File: src/rtl/game_ctrl.sv
// game_ctrl: menu/countdown/run/over sequencer that turns a local tick and gated
// remote direction strobes into per-snake step pulses, latching result and link loss.
package game_ctrl_pkg;
  typedef enum logic {MENU = 1'b0, GAME = 1'b1} game_mode;
endpackage

module game_ctrl
  import game_ctrl_pkg::*;
#(
  parameter int unsigned TICK_CYCLES       = 6500000,
  parameter int unsigned COUNTDOWN_TICKS   = 3,
  parameter int unsigned MAX_MISSED        = 2,
  parameter int unsigned RESULT_HOLD_TICKS = 30
) (
  input  logic       clk,
  input  logic       rst,
  input  logic       start,
  input  logic       quit,
  input  logic       rcvdir,
  input  logic       won,
  input  logic       lost,
  input  logic       draw,
  output game_mode   mode,
  output logic       step1,
  output logic       step2,
  output logic       send_dir,
  output logic [1:0] countdown,
  output logic       game_over,
  output logic [1:0] result,
  output logic       link_err
);

  localparam int unsigned TW = $clog2(TICK_CYCLES);
  localparam int unsigned MW = $clog2(MAX_MISSED + 1);
  localparam int unsigned HW = $clog2(RESULT_HOLD_TICKS + 1);
  localparam logic [TW-1:0] TICK_LAST   = TW'(TICK_CYCLES - 1);
  localparam logic [MW-1:0] MISSED_MAX  = MW'(MAX_MISSED);
  localparam logic [MW-1:0] MISSED_LAST = MW'(MAX_MISSED - 1);
  localparam logic [HW-1:0] HOLD_LAST   = HW'(RESULT_HOLD_TICKS - 1);
  localparam logic [1:0]    CD_INIT     = 2'(COUNTDOWN_TICKS);

  typedef enum logic [1:0] {S_MENU, S_COUNTDOWN, S_RUN, S_OVER} state_e;

  state_e          r_state;
  state_e          w_state_nxt;
  logic [TW-1:0]   r_tick_cnt, w_tick_nxt;
  logic [MW-1:0]   r_missed, w_missed_nxt;
  logic [HW-1:0]   r_hold_cnt, w_hold_nxt;
  logic            r_await, w_await_nxt;
  game_mode        r_mode, w_mode_nxt;
  logic            r_step1, w_step1_nxt;
  logic            r_step2, w_step2_nxt;
  logic            r_send_dir, w_send_dir_nxt;
  logic [1:0]      r_countdown, w_countdown_nxt;
  logic            r_game_over, w_game_over_nxt;
  logic [1:0]      r_result, w_result_nxt;
  logic            r_link_err, w_link_err_nxt;

  logic            w_tick;
  logic            w_outcome;
  logic [1:0]      w_outcome_code;
  logic            w_link_loss;
  logic            w_hold_done;

  assign w_tick         = (r_tick_cnt == TICK_LAST);
  assign w_outcome      = won | lost | draw;
  assign w_outcome_code = draw ? 2'b11 : (won ? 2'b01 : 2'b10);
  // Third unanswered tick (with MAX_MISSED=2) pushes the missed count to its limit.
  assign w_link_loss    = (r_state == S_RUN) && w_tick && !rcvdir && r_await &&
                          (r_missed == MISSED_LAST);
  assign w_hold_done    = w_tick && (r_hold_cnt == HOLD_LAST);

  // State register
  always_ff @(posedge clk or posedge rst) begin
    if (rst) r_state <= S_MENU;
    else     r_state <= w_state_nxt;
  end

  // Next-state logic
  always_comb begin
    w_state_nxt = r_state;
    unique case (r_state)
      S_MENU:      if (start) w_state_nxt = S_COUNTDOWN;
      S_COUNTDOWN: begin
        if (quit)                                w_state_nxt = S_MENU;
        else if (w_tick && r_countdown == 2'd1) w_state_nxt = S_RUN;
      end
      S_RUN: begin
        if (quit)                           w_state_nxt = S_MENU;
        else if (w_outcome || w_link_loss)  w_state_nxt = S_OVER;
      end
      S_OVER:      if (quit || start || w_hold_done) w_state_nxt = S_MENU;
      default:     w_state_nxt = S_MENU;
    endcase
  end

  // Output and datapath next values
  always_comb begin
    w_tick_nxt      = w_tick ? '0 : r_tick_cnt + TW'(1);
    w_mode_nxt      = (w_state_nxt == S_MENU) ? MENU : GAME;
    w_game_over_nxt = (w_state_nxt == S_OVER);
    w_step1_nxt     = 1'b0;
    w_step2_nxt     = 1'b0;
    w_send_dir_nxt  = 1'b0;
    w_countdown_nxt = r_countdown;
    w_result_nxt    = r_result;
    w_link_err_nxt  = r_link_err;
    w_missed_nxt    = r_missed;
    w_await_nxt     = r_await;
    w_hold_nxt      = r_hold_cnt;
    if (w_state_nxt != r_state && (w_state_nxt == S_COUNTDOWN || w_state_nxt == S_RUN))
      w_tick_nxt = '0;
    unique case (r_state)
      S_MENU: begin
        if (start) begin
          w_countdown_nxt = CD_INIT;
          w_result_nxt    = 2'b00;
          w_link_err_nxt  = 1'b0;
          w_missed_nxt    = '0;
          w_await_nxt     = 1'b0;
        end
      end
      S_COUNTDOWN: begin
        if (quit) begin
          w_result_nxt    = 2'b00;
          w_countdown_nxt = 2'd0;
        end else if (w_tick) begin
          w_countdown_nxt = (r_countdown == 2'd1) ? 2'd0 : r_countdown - 2'd1;
        end
      end
      S_RUN: begin
        w_hold_nxt = '0;
        if (quit) begin
          w_result_nxt = 2'b00;
        end else begin
          w_step1_nxt    = w_tick;
          w_send_dir_nxt = w_tick;
          w_step2_nxt    = rcvdir;
          // A remote direction is credited before the coincident tick re-arms await.
          if (rcvdir) begin
            w_missed_nxt = '0;
            w_await_nxt  = w_tick;
          end else if (w_tick) begin
            if (!r_await)                  w_await_nxt  = 1'b1;
            else if (r_missed != MISSED_MAX) w_missed_nxt = r_missed + MW'(1);
          end
          if (w_outcome) begin
            w_result_nxt = w_outcome_code;
          end else if (w_link_loss) begin
            w_result_nxt   = 2'b10;
            w_link_err_nxt = 1'b1;
          end
        end
      end
      S_OVER: begin
        if (quit)        w_result_nxt = 2'b00;
        else if (w_tick) w_hold_nxt   = r_hold_cnt + HW'(1);
      end
      default: ;
    endcase
  end

  // Datapath and output registers
  always_ff @(posedge clk or posedge rst) begin
    if (rst) begin
      r_tick_cnt  <= '0;
      r_missed    <= '0;
      r_hold_cnt  <= '0;
      r_await     <= 1'b0;
      r_mode      <= MENU;
      r_step1     <= 1'b0;
      r_step2     <= 1'b0;
      r_send_dir  <= 1'b0;
      r_countdown <= 2'd0;
      r_game_over <= 1'b0;
      r_result    <= 2'b00;
      r_link_err  <= 1'b0;
    end else begin
      r_tick_cnt  <= w_tick_nxt;
      r_missed    <= w_missed_nxt;
      r_hold_cnt  <= w_hold_nxt;
      r_await     <= w_await_nxt;
      r_mode      <= w_mode_nxt;
      r_step1     <= w_step1_nxt;
      r_step2     <= w_step2_nxt;
      r_send_dir  <= w_send_dir_nxt;
      r_countdown <= w_countdown_nxt;
      r_game_over <= w_game_over_nxt;
      r_result    <= w_result_nxt;
      r_link_err  <= w_link_err_nxt;
    end
  end

  assign mode      = r_mode;
  assign step1     = r_step1;
  assign step2     = r_step2;
  assign send_dir  = r_send_dir;
  assign countdown = r_countdown;
  assign game_over = r_game_over;
  assign result    = r_result;
  assign link_err  = r_link_err;

endmodule

File: config.mk
export PLATFORM = sky130hd
export DESIGN_NAME = game_ctrl
export DESIGN_NICKNAME = d
export VERILOG_FILES = /design/src/rtl/game_ctrl.sv
export SDC_FILE = /design/constraint.sdc
export NUM_CORES = 1
export LEC_CHECK = 0
export CAP_MARGIN = 30
export CORE_AREA = 2 2 82 84
export CTS_BUF_LIST = sky130_fd_sc_hd__clkbuf_4 sky130_fd_sc_hd__clkbuf_8
export DETAILED_ROUTE_END_ITERATION = 12
export DIE_AREA = 0 0 84 86
export GPL_ROUTABILITY_DRIVEN = 0
export PLACE_DENSITY = 0.58
export SLEW_MARGIN = 10
export SYNTH_ARGS = -nofsm -noshare
export SYNTH_HDL_FRONTEND = slang
export SYNTH_SLANG_ARGS = --single-unit
File: constraint.sdc
create_clock -name clk -period 3.9 [get_ports clk]
set_input_delay 0.78 -clock clk [delete_from_list [all_inputs] [get_ports clk]]
set_output_delay 0.78 -clock clk [all_outputs]
set_load 0.02 [all_outputs]
==> results.tsv <==
stage	metric	value	unit
synth	Syn Inst Count	250	
global_routing	Total Routing Usage GR	16.0	%
route	First DRT Iteration DRCs	95	
cts	CTS tree	done	
sta	Final Hold Viols	0	
final_layout	Finished Layout Cells	345	
sta	fmax	0.297	GHz
die	I/O pins	18	
worst_setup_path	CP endpoint kind	register	
final_layout	Fillers	598	
synth	synth top area cells	dfrtp_1 (43%), xnor2_1 (4.3%), ha_1 (4.0%)	
worst_setup_path	CP Data Arrival Time	3.57	ns
global_routing	first-pass GRT wire length	9290	um
global_routing	grt ovf	0	
cts	Worst-path clk slew	0.09	ns
route	DRC viols	0	
status	status	finished clean	
sta	Final Hold Slack	0.503	ns
sta	Tmin final	3.37	ns
placed_design	HPWL Detailed	3820	um
final_layout	area grow syn2layout	14.0	%
final_layout	final net count	283	
synth	most numerous cell in the Yosys netlist	dfrtp_1	
cts	post-CTS setup buffers	0	
synth	biggest area consumer among synthesized cells	dfrtp_1	
synth	Syn Area/Cell	9.89	um^2
power	static leakage power	1.18	nW
sta	Slew headroom	59.2	%
synth	Seq/Total Area, Yosys	42.5	%
synth	number of flops mapped to enable cells by yosys	0	
route	Routed WL	5280	um
cts	Worst-Skew Late Latency	0.30	ns
synth	Synth Cell Area	2470	um^2
route	Via Count	1890	
power	Seq pwr share	52.5	%
worst_setup_path	Crit Path Class	register to register	
cts	hold bufs inserted after CTS	0	
synth	most frequent cells after synthesis	dfrtp_1 (42), nor2_1 (18), nand2_1 (15)	
route	Vias per Instance	5.48	
worst_setup_path	worst stage delay on the critical path	0.58	ns
run	total of max-cap violations	0	
die	initial core utilization	39.4	%
global_routing	initial antenna violation count	0	
power	Clk pwr share	30.5	%
cts	Clock Tree Root	clkbuf_8	
final_layout	multi-input logic area	1310	um^2
power	PD cells	332	nW/um^2
power	Switch Pwr	0.000278	W
die	Core Area	6280	um^2
route	Pre-Repair DR Iteration Count	4	
final_layout	share of cells above drive strength 1	14.6	%
worst_hold_path	Worst Hold Depth	1	
synth	area fraction of the dominant cell type after synthesis	42.5	%
worst_setup_path	CP startpoint kind	register	
route	antenna-violating nets left	0	
die	row count	29	
worst_setup_path	Critical path buffers and inverters	1	
placed_design	dpl cells	336	
synth	async set or reset register ratio after synthesis	100	%
worst_setup_path	critical path depth in cells	9	
worst_setup_path	top cell family by delay on the critical path	simple AND/OR/NAND/NOR gates	
synth	syn_nets	266	
cts	Max clock buf depth	2	
sta	Period Utilization, post-route	86.4	%
cts	H-tree levels	2	
worst_hold_path	Hold Path Class	register to register	
sta	Tightest Pin Transition	0.612	ns
power	Internal	0.000659	W
sta	Final setup viols	0	
sta	fin. max-slew vios	0	
worst_setup_path	Worst Path Max Fanout	13	
die	DIE WIDTH	84	um
worst_setup_path	crit path cell chain	or4b_4, nor4_4, nand3_2, mux2_2, a221oi_1, ha_1, and2_1, buf_8, nor4_1	
cts	clk sinks	42	
sta	total negative setup slack	0	ns
global_routing	largest net degree at the start of global routing	24	
synth	Synth Flop Type	dfrtp_1	
placed_design	# port buffers	17	
worst_setup_path	slowest CP cell	or4b_4	
die	Die H	86	um
die	DIE AREA	7220	um^2
cts	post-CTS resize count	0	
synth	synth unique cells	50	
final_layout	# diodes	0	
worst_setup_path	worst reg2reg path depth	9	
final_layout	register area	1050	um^2
worst_setup_path	worst path required time	4.10	ns
synth	FF+latch count, synth	42	
synth	yosys warns	0	
power	Max IR drop VDD	0.000114	V
route	routed len/inst	15.3	um
global_routing	vias in the first global route	1895	
power	switching part of the total	29.6	%
sta	RSZ-0062 raised after global routing	false	
sta	Worst Skew	0.0141	ns
cts	CTS Buf Count	5	
power	Combinational Power Share	17.0	%
## cell usage in the layout (no fill, tap or decap), drive strengths merged, types with 2 or more instances in the layout
master,count
nand4,7
xnor2,12
a221oi,2
clkdlybuf4s50,17
ha,8
nand3,11
inv,10
and3,6
a221o,2
o31ai,2
nand2b,3
mux2,2
buf,5
a31oi,2
xor2,11
nor2b,2
or4,2
a21oi,7
dfrtp,42
nor4b,4
nand4b,2
nor2,18
clkinv,3
and2b,3
a21o,3
nand2,16
nor3,20
and4,4
o2bb2ai,2
clkbuf,5
and2,4
o21ai,9
nor4,14
## final timing paths
kind	from	to	slack [ns]
max	r_tick_cnt[6]	r_tick_cnt[10]	0.53
min	result[0]	result[0]	0.50
max reg2reg	r_tick_cnt[6]	r_tick_cnt[10]	0.53
min reg2reg	result[0]	result[0]	0.50
max in group asynchronous	rst	r_tick_cnt[19]	2.60
min in group asynchronous	rst	r_hold_cnt[0]	0.65
## cell families after synthesis
family,Yosys count,synth area share [%]
simple gates,122,31.0
flops,42,42.5
compound gates,31,8.86
xor+xnor,23,8.15
buf+inv,22,4.50
fa+ha+maj,8,4.05
mux,2,0.911
## power groups by stage
stage	Clock (W)	Sequential (W)	Combinational (W)
2_1_floorplan	0	0.000501	0.000105
3_3_place_gp	0	0.000500	0.000151
3_5_place_dp	0	0.000500	0.000156
4_1_cts	0.000300	0.000492	0.000156
5_1_grt	0.000315	0.000500	0.000179
6_report	0.000286	0.000492	0.000159
## flip-flops by register name, summed over array words and instances, names as in the netlist
name,cells
countdown,2
game_over,1
link_err,1
mode,1
r_await,1
r_hold_cnt,5
r_missed,2
r_state,2
r_tick_cnt,23
result,2
send_dir,1
step2,1
## per-layer routing
layer / vias to the layer above / share of wire (%) / track usage (%)
met3: 11 / 3.3 / 3.95
li1: 934 / - / -
met2: 25 / 45 / 25.7
met4: 0 / 1.8 / 5.28
met1: 920 / 50 / 21.3
met5: - / 0 / 0
## layout make-up
type	count	share of cell area, %
Clock inverter	3	0.666
Tap cell	77	3.42
Timing Repair Buffer	22	8.35
Sequential cell	42	37.3
Clock buffer	5	2.44
Inverter	10	1.33
Multi-Input combinational cell	186	46.5
## per-stage QoR
stage	util [%]	total power [W]	worst slack [ns]	area, um^2
finish	44.9	0.000937	0.530	2820
global route	44.9	0.000994	0.192	2820
CTS	44.4	0.000948	0.486	2790
detailed placement	43.1	0.000656	0.506	2700
global placement	42.8	0.000651	0.419	2690
floorplan	-	0.000606	0.783	2470
No activity file was read; power rests on OpenSTA's default activity.
